==> src/rtl/sram_arb_pkg.sv <==
// Shared types and constants for the single-port SRAM arbiter.
// Imported by the arbiter top level and its wait counter.
package sram_arb_pkg;

    typedef enum logic [1:0] {
        IDLE,
        BUSY,
        DONE
    } state_e;

    typedef enum logic {
        OWN_IF,
        OWN_MEM
    } owner_e;

    localparam int unsigned DEFAULT_WAIT_CYCLES = 3;
    localparam int unsigned CNT_W               = 4;

    // Counter preload: the grant edge already counts as the first held cycle.
    function automatic logic [CNT_W-1:0] wait_load(input int unsigned wait_cycles);
        return CNT_W'(wait_cycles - 1);
    endfunction

endpackage

==> src/rtl/arb_wait_counter.sv <==
// Load/decrement down-counter with a terminal-count flag.
// Holds at zero; load takes priority over decrement.
module arb_wait_counter #(
    parameter int unsigned WIDTH = 4
) (
    input  logic             clk,
    input  logic             rst,
    input  logic             load,
    input  logic             dec,
    input  logic [WIDTH-1:0] load_val,
    output logic             tc
);

    logic [WIDTH-1:0] count_q;

    always_ff @(posedge clk) begin
        if (rst) begin
            count_q <= '0;
        end else if (load) begin
            count_q <= load_val;
        end else if (dec && (count_q != '0)) begin
            count_q <= count_q - WIDTH'(1);
        end
    end

    assign tc = (count_q == '0);

endmodule

==> src/rtl/sram_arbiter.sv <==
// Arbitrates one SRAM port between instruction fetch and MEM-stage load/store,
// holding each access for WAIT_CYCLES cycles and returning a one-cycle ready pulse.
module sram_arbiter
    import sram_arb_pkg::*;
#(
    parameter int unsigned ADDR_W      = 32,
    parameter int unsigned DATA_W      = 32,
    parameter int unsigned WAIT_CYCLES = DEFAULT_WAIT_CYCLES
) (
    input  logic              clk,
    input  logic              rst,
    input  logic              if_req,
    input  logic [ADDR_W-1:0] if_addr,
    output logic [DATA_W-1:0] if_rdata,
    output logic              if_ready,
    input  logic              mem_rd_req,
    input  logic              mem_wr_req,
    input  logic [ADDR_W-1:0] mem_addr,
    input  logic [DATA_W-1:0] mem_wdata,
    output logic [DATA_W-1:0] mem_rdata,
    output logic              mem_ready,
    output logic              sram_en,
    output logic              sram_we,
    output logic [ADDR_W-1:0] sram_addr,
    output logic [DATA_W-1:0] sram_wdata,
    input  logic [DATA_W-1:0] sram_rdata,
    output logic              busy,
    output logic              req_err
);

    localparam logic [CNT_W-1:0] LOAD_VAL = wait_load(WAIT_CYCLES);

    state_e            state_q, state_d;
    owner_e            owner_q, owner_d;
    logic              en_q, en_d;
    logic              we_q, we_d;
    logic [ADDR_W-1:0] addr_q, addr_d;
    logic [DATA_W-1:0] wdata_q, wdata_d;
    logic [DATA_W-1:0] if_rdata_q, if_rdata_d;
    logic [DATA_W-1:0] mem_rdata_q, mem_rdata_d;
    logic              if_ready_q, if_ready_d;
    logic              mem_ready_q, mem_ready_d;
    logic              err_q, err_d;
    logic              cnt_load, cnt_dec, cnt_tc;

    arb_wait_counter #(
        .WIDTH(CNT_W)
    ) u_wait_counter (
        .clk     (clk),
        .rst     (rst),
        .load    (cnt_load),
        .dec     (cnt_dec),
        .load_val(LOAD_VAL),
        .tc      (cnt_tc)
    );

    always_comb begin
        state_d     = state_q;
        owner_d     = owner_q;
        en_d        = en_q;
        we_d        = we_q;
        addr_d      = addr_q;
        wdata_d     = wdata_q;
        if_rdata_d  = if_rdata_q;
        mem_rdata_d = mem_rdata_q;
        if_ready_d  = 1'b0;
        mem_ready_d = 1'b0;
        err_d       = err_q;
        cnt_load    = 1'b0;
        cnt_dec     = 1'b0;

        unique case (state_q)
            IDLE: begin
                if (mem_wr_req) begin
                    owner_d = OWN_MEM;
                    we_d    = 1'b1;
                    addr_d  = mem_addr;
                    wdata_d = mem_wdata;
                    if (mem_rd_req) begin
                        err_d = 1'b1;
                    end
                end else if (mem_rd_req) begin
                    owner_d = OWN_MEM;
                    we_d    = 1'b0;
                    addr_d  = mem_addr;
                end else if (if_req) begin
                    owner_d = OWN_IF;
                    we_d    = 1'b0;
                    addr_d  = if_addr;
                end
                if (mem_wr_req || mem_rd_req || if_req) begin
                    en_d     = 1'b1;
                    cnt_load = 1'b1;
                    state_d  = BUSY;
                end
            end
            BUSY: begin
                if (cnt_tc) begin
                    // sram_rdata is only trusted on the last held edge.
                    if (!we_q) begin
                        if (owner_q == OWN_MEM) begin
                            mem_rdata_d = sram_rdata;
                        end else begin
                            if_rdata_d = sram_rdata;
                        end
                    end
                    en_d        = 1'b0;
                    we_d        = 1'b0;
                    if_ready_d  = (owner_q == OWN_IF);
                    mem_ready_d = (owner_q == OWN_MEM);
                    state_d     = DONE;
                end else begin
                    cnt_dec = 1'b1;
                end
            end
            DONE: begin
                state_d = IDLE;
            end
            default: begin
                state_d = IDLE;
            end
        endcase
    end

    always_ff @(posedge clk) begin
        if (rst) begin
            state_q     <= IDLE;
            owner_q     <= OWN_IF;
            en_q        <= 1'b0;
            we_q        <= 1'b0;
            addr_q      <= '0;
            wdata_q     <= '0;
            if_rdata_q  <= '0;
            mem_rdata_q <= '0;
            if_ready_q  <= 1'b0;
            mem_ready_q <= 1'b0;
            err_q       <= 1'b0;
        end else begin
            state_q     <= state_d;
            owner_q     <= owner_d;
            en_q        <= en_d;
            we_q        <= we_d;
            addr_q      <= addr_d;
            wdata_q     <= wdata_d;
            if_rdata_q  <= if_rdata_d;
            mem_rdata_q <= mem_rdata_d;
            if_ready_q  <= if_ready_d;
            mem_ready_q <= mem_ready_d;
            err_q       <= err_d;
        end
    end

    assign if_rdata   = if_rdata_q;
    assign if_ready   = if_ready_q;
    assign mem_rdata  = mem_rdata_q;
    assign mem_ready  = mem_ready_q;
    assign sram_en    = en_q;
    assign sram_we    = we_q;
    assign sram_addr  = addr_q;
    assign sram_wdata = wdata_q;
    assign busy       = (state_q != IDLE);
    assign req_err    = err_q;

endmodule

==> config.mk <==
export PLATFORM = sky130hd
export DESIGN_NAME = sram_arbiter
export DESIGN_NICKNAME = d
export VERILOG_FILES = /design/src/rtl/sram_arb_pkg.sv /design/src/rtl/arb_wait_counter.sv /design/src/rtl/sram_arbiter.sv
export SDC_FILE = /design/constraint.sdc
export NUM_CORES = 1
export LEC_CHECK = 0
export BUFFER_PORTS_ARGS = -buffer_cell sky130_fd_sc_hd__buf_2
export CAP_MARGIN = 15
export CORE_AREA = 2 2 112 114
export CTS_CLUSTER_SIZE = 14
export DETAILED_ROUTE_END_ITERATION = 16
export DIE_AREA = 0 0 114 116
export PLACE_DENSITY_LB_ADDON = 0.05
export SETUP_SLACK_MARGIN = 0.15
export SLEW_MARGIN = 20
export SYNTH_ARGS = -nofsm -noshare
export SYNTH_HDL_FRONTEND = slang
export SYNTH_SLANG_ARGS = --single-unit
==> constraint.sdc <==
create_clock -name clk -period 6.28 [get_ports clk]
set_clock_uncertainty 0.2 [all_clocks]
set_input_delay 0 -clock clk [delete_from_list [all_inputs] [get_ports clk]]
set_output_delay 0 -clock clk [all_outputs]
set_load 0.05 [all_outputs]
==> key figures <==
Run status
  • Run status: completed

STA
  • Final setup margin: 3.34 ns
  • Tcrit/Tclk final: 0.468
  • Fin. Hold Viols: 0
  • RSZ-0062 raised after global routing: false
  • Setup TNS: 0 ns
  • Setup-failing EPs final: 0
  • Max frequency: 0.340 GHz
  • Final Max Slew Viols: 0
  • Hold_ws: 0.133 ns
  • Slew headroom: 0.481
  • Tmin final: 2.94 ns
  • Worst-Margin Slew: 0.778 ns

Die
  • Site Rows: 40
  • Die X: 114 µm
  • Die area: 13200 µm²
  • Die Y: 116 µm
  • Core area: 11900 µm²
  • Num ports: 267
  • Initial Util: 0.434

Pwr
  • Cell-internal power: 1.97 mW
  • Seq pwr share: 0.351
  • Pwr/cell area: 320 nW/µm²
  • NetSw: 894 µW
  • Net switching fraction of the power: 0.312
  • Lkg Pwr: 4.14 nW
  • Clock power frac: 0.399
  • Comb pwr share: 0.250
  • Peak supply drop: 0.189 mV

Worst setup path
  • Worst EP arrival: 3.03 ns
  • CP Cell Sequence: inv_1 -> ha_1 -> or3b_1 -> or4_4 -> nand2_1 -> a21oi_1 -> dlygate4sd3_1
  • FF-to-FF path depth: 7
  • Worst Setup End Kind: flop
  • Crit Path Category: flop to flop
  • Largest stage delay, worst path: 0.75 ns
  • Max FO, Critical Path: 32
  • Critical path buffers and inverters: 2
  • Crit path max-delay family: simple AND/OR/NAND/NOR gates
  • Worst Path Required: 6.37 ns
  • Startpoint types: flop
  • Critical path depth: 7
  • CP max stage cell: or4_4

Hold path
  • Depth of the worst hold-timing path: 4
  • Hold Crit Class: input pin to flop

Layout
  • Area Growth Syn to Fin: 72.6%
  • Final net count: 1201
  • Diodes inserted: 0
  • Share of cells above drive strength 1: 0.295
  • Filler instances: 851
  • Area of the multi-input gates: 2150 µm²
  • Storage cell area: 2800 µm²
  • Commonest non-fill, non-tap cell in the layout: buf_2
  • Most frequent cells in the layout: 265 x buf_2, 249 x nand2_1, 174 x dlygate4sd3_1

Global routing
  • Global-route wire length before repair: 28700 µm
  • Total Routing Usage GR: 0.274
  • Largest net degree at the start of global routing: 74
  • Antenna violations before repair: 0
  • Vias in the first global route: 6122
  • Total gr overflow: 0

Yosys
  • Register area share after synthesis: 0.542
  • Synth Cell Area: 5170 µm²
  • Syn_nets: 789
  • Netlist cell types: 29
  • Mean Syn Cell Area: 7.90 µm²
  • Mapped Cells: 655
  • Synth Register Bits: 140
  • Yosys warns: 0

Placed design
  • Dpl ws: 3.75 ns
  • Number of port buffers: 266
  • Dpl hpwl: 10400 µm
  • Placer Congestion: 0.823

CTS
  • Root Driver: clkbuf_16
  • Clock buffer depth: 2
  • Clock transition at path regs: 0.06 ns
  • CTS buffer count: 17
  • Worst-Skew Late Latency: 0.41 ns
  • CTS tree: built
  • H-tree levels: 4
  • PostCTS Resize Cnt: 0
  • Clock sink count: 140

Route
  • DRC: 0
  • Final antenna-violating net count: 0
  • Drt via density: 4.98
  • Router iterations before antenna repair: 5
  • WL/cell: 15.2 µm
  • DR iter-0 viols: 421
  • Vias: 6110
  • Final wirelength: 18700 µm

Run
  • Max-Cap Viols: 0
==> area by class of cell <==
class                   instances  area share
well taps                     147      0.0206
repair buffers                444       0.348
inverters                       4     0.00168
clock inverters                12      0.0242
multi-input cells             460       0.241
flip-flops and latches        140       0.314
clock buffers                  20      0.0511
==> metal layers <==
layer,up-vias,GRT usage,share of wire
li1,2979,-,-
met1,2820,0.304,0.39
met2,258,0.489,0.51
met3,53,0.0680,0.061
met4,0,0.141,0.037
met5,-,0,0
==> cell families (layout without fill, tap and decap cells) <==
family / after synthesis / in the layout / share of synthesized area
DFF: 140 / 140 / 0.542
buffers and inverters: 55 / 480 / 0.0469
AOI/OAI and AO/OA: 137 / 137 / 0.157
adders and majority gates: 1 / 1 / 0.00242
xor gates and xnor gates: 3 / 3 / 0.00508
and+or+nand+nor: 319 / 319 / 0.247
==> power by group through the flow <==
stage | registers [mW] | logic, mW | clock network (mW)
final | 1.00 | 0.714 | 1.14
after global routing | 1.01 | 0.758 | 1.19
after CTS | 1.00 | 0.697 | 1.15
after detailed placement | 1.02 | 0.587 | 0
after global placement | 1.02 | 0.579 | 0
after floorplan | 1.26 | 0.192 | 0
==> registers in the layout, summed over array words and instances (netlist names) <==
signal / cells
if_ready: 1
sram_en: 1
state_q: 2
owner_q: 1
u_wait_counter.count_q: 4
if_rdata: 32
sram_we: 1
mem_rdata: 32
mem_ready: 1
sram_addr: 32
sram_wdata: 32
req_err: 1
==> worst paths after layout <==
kind                              from              to  slack, ns
min reg2reg               if_rdata[30]    if_rdata[30]       0.25
max          u_wait_counter.count_q[0]    if_rdata[19]       3.34
max reg2reg  u_wait_counter.count_q[0]    if_rdata[19]       3.34
min                         mem_wr_req  sram_wdata[29]       0.13
==> timing repair <==
action                                  in CTS  in global routing
endpoints found under the hold margin      133                  0
hold buffers                               174                  0
setup buffers                                0                  0
endpoints found under the setup margin       0                  0
==> metrics by stage <==
step                      utilization  power (mW)  area, µm²  cells
after detailed placement        0.546        1.61       6510   1021
final                           0.750        2.86       8930   1227
after global placement          0.546        1.60       6510   1021
after global routing            0.750        2.96       8930   1227
after CTS                       0.749        2.85       8920   1227
after floorplan                     -        1.45       5170    655
==> tightest hold or removal path, stage by stage <==
cell,delay (ns)
buf_2,0.13
and2_2,0.37
nand2_1,0.14
a21oi_1,0.05
==> Yosys cell counts <==
master    instances  area share
buf_1             1     0.00072
and2_1            2      0.0024
nor4_2            1      0.0024
a21oi_1         101       0.098
ha_1              1      0.0024
and4_1            1      0.0017
buf_6             4      0.0087
inv_1             4      0.0029
nor3b_1           1      0.0015
xor2_1            2      0.0034
or2_2             1      0.0012
xnor2_1           1      0.0017
buf_2             5      0.0048
or4_4             1      0.0022
clkbuf_1         41       0.030
o21ai_0           2      0.0019
nand4_1           1      0.0012
dfxtp_1         140        0.54
nand2_2          10       0.012
nand3_1           4      0.0039
a22oi_1           1      0.0015
nor3_1            5      0.0048
nand2_1         250        0.18
nand2b_1          1      0.0012
or3b_1            1      0.0017
o21a_1            1      0.0015
nor2b_1           1      0.0012
a311oi_1         32       0.054
nor2_1           39       0.028
(Power assumes the default switching activity.)
